--- config.mk ---
export PLATFORM = sky130hd
export DESIGN_NAME = stopwatch_controller
export DESIGN_NICKNAME = d
export VERILOG_FILES = /design/src/rtl/stopwatch_pkg.sv /design/src/rtl/stopwatch_controller_button_conditioner.sv /design/src/rtl/stopwatch_controller.sv
export SDC_FILE = /design/constraint.sdc
export NUM_CORES = 1
export LEC_CHECK = 0
export ABC_AREA = 0
export CORE_ASPECT_RATIO = 0.9
export CORE_MARGIN = 10
export CORE_UTILIZATION = 40
export CTS_CLUSTER_DIAMETER = 100
export CTS_CLUSTER_SIZE = 30
export DETAILED_ROUTE_END_ITERATION = 8
export PLACE_DENSITY = 0.59
export REMOVE_ABC_BUFFERS = 1
export SLEW_MARGIN = 20
export SYNTH_ARGS = -nofsm -noshare
export SYNTH_HDL_FRONTEND = slang
export SYNTH_SLANG_ARGS = --single-unit
--- constraint.sdc ---
create_clock -name clock -period 2.4 [get_ports clock]
set_input_delay 0.72 -clock clock [delete_from_list [all_inputs] [get_ports clock]]
set_output_delay 0.72 -clock clock [all_outputs]
set_load 0.01 [all_outputs]
--- src/rtl/stopwatch_pkg.sv ---
// Shared definitions for the hex stopwatch: state encoding and default
// timing parameters. Used by the controller, the digit counter and the
// display path so that all of them agree on the state values.
package stopwatch_pkg;

    typedef enum logic [1:0] {
        ST_IDLE  = 2'd0,
        ST_RUN   = 2'd1,
        ST_PAUSE = 2'd2,
        ST_DONE  = 2'd3
    } sw_state_e;

    // 1 s per increment and 20 ms of debounce at a 50 MHz clock.
    localparam int DEFAULT_TICK_DIV        = 50_000_000;
    localparam int DEFAULT_DEBOUNCE_CYCLES = 1_000_000;

endpackage

--- src/rtl/stopwatch_controller_button_conditioner.sv ---
// button_conditioner: turns one raw, bouncing, asynchronous pushbutton into
// a single-cycle press pulse.
//   clock  : system clock
//   reset  : synchronous active-high reset
//   btn    : raw button level, active high, asynchronous to clock
//   press  : one-cycle pulse on an accepted rising edge of the button
// Path: 2-flop synchronizer -> debounce counter -> registered edge detect.
module button_conditioner
    import stopwatch_pkg::*;
#(
    parameter int DEBOUNCE_CYCLES = DEFAULT_DEBOUNCE_CYCLES
) (
    input  logic clock,
    input  logic reset,
    input  logic btn,
    output logic press
);

    localparam int CW = $clog2(DEBOUNCE_CYCLES + 1);
    localparam logic [CW-1:0] CNT_LAST = CW'(DEBOUNCE_CYCLES - 1);

    logic          sync1_reg;
    logic          sync2_reg;
    logic          level_reg;
    logic          level_prev_reg;
    logic          press_reg;
    logic [CW-1:0] cnt_reg;

    always_ff @(posedge clock) begin
        if (reset) begin
            sync1_reg      <= 1'b0;
            sync2_reg      <= 1'b0;
            // Level starts as "pressed": a button held through reset must be
            // released and pressed again before it produces a pulse.
            level_reg      <= 1'b1;
            level_prev_reg <= 1'b1;
            press_reg      <= 1'b0;
            cnt_reg        <= '0;
        end else begin
            sync1_reg      <= btn;
            sync2_reg      <= sync1_reg;
            level_prev_reg <= level_reg;
            press_reg      <= level_reg & ~level_prev_reg;
            // Count consecutive cycles of disagreement; any agreeing cycle
            // restarts the count. The level flips on the last one.
            if (sync2_reg != level_reg) begin
                if (cnt_reg == CNT_LAST) begin
                    level_reg <= sync2_reg;
                    cnt_reg   <= '0;
                end else begin
                    cnt_reg <= cnt_reg + 1'b1;
                end
            end else begin
                cnt_reg <= '0;
            end
        end
    end

    assign press = press_reg;

endmodule

--- src/rtl/stopwatch_controller.sv ---
// stopwatch_controller: pushbutton conditioning, run/pause/lap state
// machine and the one-second prescaler for the four-digit hex stopwatch.
//   clock, reset : system clock, synchronous active-high reset
//   btn_start    : raw start/stop pushbutton
//   btn_lap      : raw lap/reset pushbutton
//   count_full   : digit counter reports FFFF
//   tick         : one-cycle increment strobe to the digit counter
//   clear        : one-cycle clear strobe to the digit counter
//   lap_latch    : one-cycle strobe to capture the count into the lap register
//   display_hold : 1 = show lap register, 0 = show live count
//   state        : IDLE=0, RUN=1, PAUSE=2, DONE=3
// All outputs come straight from registers.
module stopwatch_controller
    import stopwatch_pkg::*;
#(
    parameter int TICK_DIV        = DEFAULT_TICK_DIV,
    parameter int DEBOUNCE_CYCLES = DEFAULT_DEBOUNCE_CYCLES
) (
    input  logic       clock,
    input  logic       reset,
    input  logic       btn_start,
    input  logic       btn_lap,
    input  logic       count_full,
    output logic       tick,
    output logic       clear,
    output logic       lap_latch,
    output logic       display_hold,
    output logic [1:0] state
);

    localparam int PW = (TICK_DIV > 1) ? $clog2(TICK_DIV) : 1;
    localparam logic [PW-1:0] PRESC_LAST = PW'(TICK_DIV - 1);

    // Index 0 = start/stop, index 1 = lap/reset.
    logic [1:0] btn_raw;
    logic [1:0] press_vec;

    assign btn_raw = {btn_lap, btn_start};

    generate
        for (genvar gi = 0; gi < 2; gi++) begin : g_btn
            button_conditioner #(
                .DEBOUNCE_CYCLES(DEBOUNCE_CYCLES)
            ) u_cond (
                .clock(clock),
                .reset(reset),
                .btn  (btn_raw[gi]),
                .press(press_vec[gi])
            );
        end
    endgenerate

    sw_state_e     state_reg,     state_next;
    logic [PW-1:0] prescaler_reg, prescaler_next;
    logic          hold_reg,      hold_next;
    logic          tick_reg,      tick_next;
    logic          clear_reg,     clear_next;
    logic          lap_latch_reg, lap_latch_next;

    logic start_press;
    logic lap_press;
    logic run_step;

    // Start wins over a simultaneous lap press.
    assign start_press = press_vec[0];
    assign lap_press   = press_vec[1] & ~press_vec[0];

    // The prescaler advances on every RUN cycle except the one that pauses,
    // and also on the resume edge, so a held value p gives its next tick
    // TICK_DIV-1-p cycles after RUN is re-entered.
    assign run_step = ((state_reg == ST_RUN)   && !start_press) ||
                      ((state_reg == ST_PAUSE) &&  start_press);

    always_comb begin
        state_next     = state_reg;
        prescaler_next = prescaler_reg;
        hold_next      = hold_reg;
        tick_next      = 1'b0;
        clear_next     = 1'b0;
        lap_latch_next = 1'b0;

        unique case (state_reg)
            ST_IDLE: begin
                if (start_press) begin
                    state_next     = ST_RUN;
                    prescaler_next = '0;
                end
            end
            ST_RUN: begin
                if (start_press) begin
                    state_next = ST_PAUSE;
                end else if (lap_press) begin
                    hold_next      = ~hold_reg;
                    lap_latch_next = ~hold_reg;
                end
            end
            ST_PAUSE: begin
                if (start_press) begin
                    state_next = ST_RUN;
                end else if (lap_press) begin
                    if (hold_reg) begin
                        hold_next = 1'b0;
                    end else begin
                        clear_next     = 1'b1;
                        state_next     = ST_IDLE;
                        prescaler_next = '0;
                    end
                end
            end
            ST_DONE: begin
                hold_next = 1'b0;
                if (lap_press) begin
                    clear_next     = 1'b1;
                    state_next     = ST_IDLE;
                    prescaler_next = '0;
                end
            end
            default: state_next = ST_IDLE;
        endcase

        if (run_step) begin
            if (prescaler_reg == PRESC_LAST) begin
                prescaler_next = '0;
                if (count_full) begin
                    // Counter saturated: stop instead of wrapping FFFF->0000.
                    state_next = ST_DONE;
                    hold_next  = 1'b0;
                end else begin
                    tick_next = 1'b1;
                end
            end else begin
                prescaler_next = prescaler_reg + 1'b1;
            end
        end
    end

    always_ff @(posedge clock) begin
        if (reset) begin
            state_reg     <= ST_IDLE;
            prescaler_reg <= '0;
            hold_reg      <= 1'b0;
            tick_reg      <= 1'b0;
            clear_reg     <= 1'b0;
            lap_latch_reg <= 1'b0;
        end else begin
            state_reg     <= state_next;
            prescaler_reg <= prescaler_next;
            hold_reg      <= hold_next;
            tick_reg      <= tick_next;
            clear_reg     <= clear_next;
            lap_latch_reg <= lap_latch_next;
        end
    end

    assign tick         = tick_reg;
    assign clear        = clear_reg;
    assign lap_latch    = lap_latch_reg;
    assign display_hold = hold_reg;
    assign state        = state_reg;

endmodule

==> flow_summary.yaml <==
clocking:
  clock_latency_ns: 0.35
  cts_tree: "done"
  cts_num_sinks: 82
  clockBufferDepth: 2
  cts_hold_buf: 0
  cts_htree_levels: 3
  cts_buffers: 9
  path_clk_slew_ns: 0.09
  cts_root_buffer: "clkbuf_8"
floorplan:
  die_h_um: 115.0
  die_x_um: 125.5
  row_count: 34
  start_util_pct: 41.15
  io_pins: 11
  dieArea_mm2: 0.01443
  core_area_mm2: 0.009742
worst_setup_path:
  path_common_cell: "a21oi_1"
  crit_slowest_cell: "dfxtp_1"
  crit_chain: "inv_1 > ha_1 > mux2_2 > a21oi_1 > a21o_1 > buf_4 > o21ai_0 > a21oi_1"
  critical_path.startpoint_type: "register"
  reg2regPathDepth: 8
  rrSetupSlack_ns: 0.23
  cp.required_ns: 2.68
  reg2reg_from: "state[1]$_SDFF_PP0_"
  path_delay_family: "compound AO/OA/AOI/OAI gates"
  cp.arrival_ns: 2.45
  crit_cells: 8
  criticalPathCategory: "reg -> reg"
  slowest_delay_ns: 0.42
  crit_fanout: 11
  worst-path-buf-inv: 2
  endpoint_kind: "register"
  worstReg2RegEnd: "prescaler_reg[2]$_SDFFE_PP0P_"
global_routing:
  grt_pass1_wl_um: 14940
  grt_pass1_vias: 3243
  antenna_found_initial: 0
  grt_use_total_pct: 12.12
  grt_max_degree: 24
  grt.overflow.total: 0
finish:
  largest_register_ffs: 40
  fin_util_pct: 46.66
  design_area_mm2: 0.004546
  fillCellCount: 972
  layout.nets: 511
  layout_commonest_cell: "dfxtp_1"
  syn_to_final_growth_pct: 13.39
  final_cell_mix: "dfxtp_1, nor2_1, nand3_1"
  drive_above_1_share_pct: 9.344
  antenna_cells: 0
timing:
  worst_pin_slew_ns: 0.5731
  slew_violations: 0
  fin_crit_sh_pct: 90.48
  min_period_ns: 2.172
  slew_headroom_pct: 61.50
  finClkSkew_ns: 0.009592
  rsz0062_at_grt: "false"
  hold_ws_ns: 0.3914
  finalSetupViolCount: 0
  max_freq_mhz: 460.5
  final-hold-violation-count: 0
  fin_setup_tns_ns: 0
place:
  post-dp-hpwl_um: 5967
  port-buffer-count: 10
  placed_area_mm2: 0.004300
  routabilityCongestion: 0.8498
synth:
  synthCells: 479
  yosys_warnings: 0
  ys.flop_type: "dfxtp_1"
  synth_area_leaders: "dfxtp_1, nor2_1, nand3_1, xnor2_1, nand2_1"
  syn_area_mm2: 0.004009
  yosys.cell_types.count: 54
  async_reset_ff_share_pct: 0
  syn_area_per_cell_um2: 8.369
  ys_seq_area_share_pct: 40.95
  synth-edff-count: 0
  synth-seq-cells: 82
  synthDominantCellAreaShare_pct: 40.95
  yosys.area.top_type: "dfxtp_1"
route:
  viasPerCell: 5.434
  initialDrtViolationCount: 231
  final_antenna_net_count: 0
  routed_wl_um: 8470
  dr.pass1.iters: 5
  drc: 0
  wl_per_cell_um: 13.47
  vias: 3418
hold_path:
  worstHoldStart: "g_btn[0].u_cond.level_prev_reg$_SDFF_PP1_"
  min_path_type: "reg -> reg"
  min_path_cells: 1
  whs_endpoint: "g_btn[0].u_cond.press$_SDFF_PP0_"
power:
  power.density_mw_per_mm2: 580.5
  ir_worst_vdd_mv: 0.3451
  power.leakage_nw: 1.490
status:
  outcome: "finished clean"
job:
  maxCapViolations: 0
==> cell usage after synthesis, drive strengths merged, types with 9 or more instances <==
library cell	number
inv	12
nor3	24
xnor2	23
clkbuf	13
or4	9
a31oi	10
nand4	15
nor2	64
or3	9
dfxtp	82
and4	10
nand3	41
nand2	37
a21oi	20
xor2	14
nor4	9
==> logic make-up (layout without fill, tap and decap cells) <==
family,after synthesis,count (layout),synth area share [%]
and+or+nand+nor,254,254,33.77
DFF,82,82,40.95
AOI/OAI and AO/OA,63,63,10.27
xor gates and xnor gates,37,37,8.084
buffers and inverters,32,56,3.652
adders and majority gates,8,8,2.497
muxes,3,3,0.7803
==> report_power, final <==
part | switching [W] | internal (W)
logic | 0.0000417 | 0.0000281
registers | 0.0000105 | 0.00137
clock network | 0.000497 | 0.000688
total | 0.000549 | 0.00209
==> worst max path at each step <==
stage	from	end	slack (ns)
2_1_floorplan	state[0]$_SDFF_PP0_	prescaler_reg[20]$_SDFFE_PP0P_	0.13
3_3_place_gp	reset	prescaler_reg[23]$_SDFFE_PP0P_	0.20
3_5_place_dp	reset	prescaler_reg[23]$_SDFFE_PP0P_	0.16
4_1_cts	prescaler_reg[0]$_SDFFE_PP0P_	prescaler_reg[20]$_SDFFE_PP0P_	0.18
5_1_grt	state[1]$_SDFF_PP0_	prescaler_reg[2]$_SDFFE_PP0P_	0.008
6_report	state[1]$_SDFF_PP0_	prescaler_reg[2]$_SDFFE_PP0P_	0.23
==> worst register-to-register path, delay by kind of cell, from the launching register on <==
family	cells	cell delay (ns)
adders and majority gates	1	0.26
muxes	1	0.29
AOI/OAI and AO/OA	4	0.75
buffers and inverters	2	0.37
DFF	1	0.42
==> final cells by class <==
cell class | instances | area [um^2] | share of cell area, %
Multi-Input combinational cell | 365 | 2225 | 48.94
Sequential cell | 82 | 1642 | 36.11
Timing Repair Buffer | 28 | 235.2 | 5.175
Tap cell | 126 | 157.7 | 3.468
Clock buffer | 9 | 123.9 | 2.725
Clock inverter | 7 | 117.6 | 2.587
Inverter | 12 | 45.04 | 0.9909
==> routing by layer <==
layer | track usage [%] | routed length, um
met2 | 17.72 | 3505
met4 | 5.061 | 142
met1 | 16.03 | 4285
met5 | 0 | 0
met3 | 4.004 | 536
==> through the flow <==
step,setup slack [ns],cells,power (W)
floorplan,0.1314,459,0.001451
global placement,0.2012,613,0.001485
detailed placement,0.1614,613,0.001486
CTS,0.1823,629,0.002682
global route,0.007748,629,0.002751
finish,0.2284,629,0.002639
==> timing repair <==
| item | in CTS | in global routing |
|---|---|---|
| buffers inserted | 0 | 0 |
| gates resized for setup | 0 | 1 |
| endpoints found under the setup margin | 0 | 2 |
Note: power is estimated with default switching activity, not from simulation.
==> variant, RTL diff (same flow settings) <==
Set the package constant `DEFAULT_DEBOUNCE_CYCLES` to 4_000_000 (it was 1_000_000).
--- a/src/rtl/stopwatch_pkg.sv
+++ b/src/rtl/stopwatch_pkg.sv
@@ -14,3 +14,3 @@
     localparam int DEFAULT_TICK_DIV        = 50_000_000;
-    localparam int DEFAULT_DEBOUNCE_CYCLES = 1_000_000;
+    localparam int DEFAULT_DEBOUNCE_CYCLES = 4_000_000;
 
Behaviour: no difference found for any inputs over 10 cycles, from zero or initial values and one cycle with reset high; that may be too few to reach the edited logic, so the function may still have changed.
==> variant against the original RTL <==
Total power is 9.3% higher. Final area is 2.4% higher. Area after synthesis is 0.87% higher. Wire length down 7.7%. Synthesized cell count down 3.5%. Sequential cell count rose by 4. Hold slack worse by 0.0030 ns. Count of clock-buffer cells in the layout is 2 higher. Global-route usage shrank 1.0 points. Worst setup slack worse by 0.12 ns. Non-clock buffer count unchanged. Highest routed layer unchanged.
==> variant: results (changes against the original RTL) <==
Outcome
Run status: complete, no violations (unchanged).

Hold path
The launch point of the worst hold path is g_btn[1].u_cond.level_prev_reg (was g_btn[0].u_cond.level_prev_reg). The capture endpoint of the worst hold path is g_btn[1].u_cond.press (was g_btn[0].u_cond.press).

Power and ir drop
The internal power contribution is 2270 uW (was 2090 uW). The share of power burned in the clock network is 0.476 (was 0.449). The leakage power is 0.00152 uW (was 0.00149 uW). The logic gate share of total power is 0.022 (was 0.026). The largest vdd supply drop is 0.366 mV (was 0.345 mV).

Critical path
The largest fanout on the critical path is 5 (was 11). The worst endpoint data arrival time was 2.57 ns (was 2.45 ns). The last element of the critical path is prescaler_reg[13] (was prescaler_reg[2]).

Synth
Commonest cells post-synth: 86 x sky130_fd_sc_hd__dfxtp_1, 83 x sky130_fd_sc_hd__nor2_1, 35 x sky130_fd_sc_hd__xnor2_1, 28 x sky130_fd_sc_hd__nand4_1, 28 x sky130_fd_sc_hd__xor2_1 (was 82 x sky130_fd_sc_hd__dfxtp_1, 64 x sky130_fd_sc_hd__nor2_1, 41 x sky130_fd_sc_hd__nand3_1, 37 x sky130_fd_sc_hd__nand2_1, 24 x sky130_fd_sc_hd__nor3_1). The sequential share of the synthesized area is 0.426 (was 0.409). The xor-xnor portion of the synthesized cell area is 0.136 (was 0.0808). The mean post-synth cell area was 8.75 um2 (was 8.37 um2). The compound-gate portion of the synthesized area is 0.0390 (was 0.103). Area contributors post-synth: sky130_fd_sc_hd__dfxtp_1 43%, sky130_fd_sc_hd__nor2_1 7.7%, sky130_fd_sc_hd__xnor2_1 7.6% (was sky130_fd_sc_hd__dfxtp_1 41%, sky130_fd_sc_hd__nor2_1 6.0%, sky130_fd_sc_hd__nand3_1 5.1%). The adder-cell area share of the yosys netlist is 0.0248 (was 0.0250).

Drt
The total wire length is 7820 um (was 8470 um). The initial DRC count is 190 (was 231). The post-detailed-route via-to-cell ratio came to 5.16 (was 5.43). The length of the first detailed-routing pass in iterations was 4 (was 5).

Layout
The number of flip-flops under the largest register name came to 44 (was 40). The fraction of final layout cells with drive strength greater than 1 is 0.112 (was 0.0934). The net total in the final layout is 498 (was 511).

Global routing
The global routing met1 resource utilization was 0.135 (was 0.160). The number of global-route vias before repair came to 2959 (was 3243). The met2 demand-to-capacity share in global routing is 0.174 (was 0.177). The largest net degree at the start of global routing is 23 (was 24). The global-route usage over all layers is 0.111 (was 0.121).

STA
The setup skew after layout is 0.00697 ns (was 0.00959 ns). The actual slew at the worst max-slew pin is 0.702 ns (was 0.573 ns). The final setup slack of the worst path was 0.103 ns (was 0.228 ns).

Placement
The number of cells after detailed placement is 600 (was 613). The final weighted congestion in routability-driven placement was 0.853 (was 0.850). The pre-CTS setup slack was 0.0986 ns (was 0.161 ns).

Clocking
The master cell of the clock root buffer is sky130_fd_sc_hd__clkbuf_16 (was sky130_fd_sc_hd__clkbuf_8). The clock-pin slew of the registers on the worst-case setup and hold paths is 0.06 ns (was 0.09 ns).
## variant: area by class of cell
type / instances / area [um2]
Clock inverter: 5 / 58.8
Multi-Input combinational cell: 346 / 2200
Inverter: 14 / 52.6
Timing Repair Buffer: 28 / 235
Tap cell: 126 / 158
Clock buffer: 11 / 233
Sequential cell: 86 / 1720
Fill cell: 953 / 5130
## variant: kinds of logic after synthesis
group / Yosys count
AND/OR/NAND/NOR: 249
flip-flops: 86
XOR/XNOR: 63
buffers and inverters: 30
AO/OA/AOI/OAI: 24
adder cells (fa/ha/maj): 8
multiplexers: 2
## variant: metrics by stage
stage                     cell area (um2)   util  total power [uW]  setup TNS (ns)  hold slack (ns)
after floorplan                      3970      -              1510          -12.70            0.372
after global placement               4360  0.446              1540               0            0.379
after detailed placement             4360  0.446              1540               0            0.382
after CTS                            4650  0.476              2930               0            0.393
after global routing                 4660  0.476              3000        -0.00182            0.398
final                                4660  0.476              2880               0            0.388
## variant: routing by layer
layer / routed length [um] / part of all wire
met5: 0 / 0
met1: 3810 / 0.49
met2: 3610 / 0.46
met3: 278 / 0.036
met4: 125 / 0.016
## variant: worst max-delay path, stage by stage, from the launching register on
cell	delay, ns
sky130_fd_sc_hd__dfxtp_2	0.37
sky130_fd_sc_hd__inv_1	0.09
sky130_fd_sc_hd__ha_1	0.31
sky130_fd_sc_hd__nor3_1	0.26
sky130_fd_sc_hd__a211oi_2	0.08
sky130_fd_sc_hd__or4_4	0.53
sky130_fd_sc_hd__or4_1	0.41
sky130_fd_sc_hd__a31oi_1	0.16
## variant: timing repair
item,4_1_cts,5_1_grt
endpoints found under the hold margin,0,0
endpoints found under the setup margin,0,1
resized for setup,0,2
buffers inserted,0,0
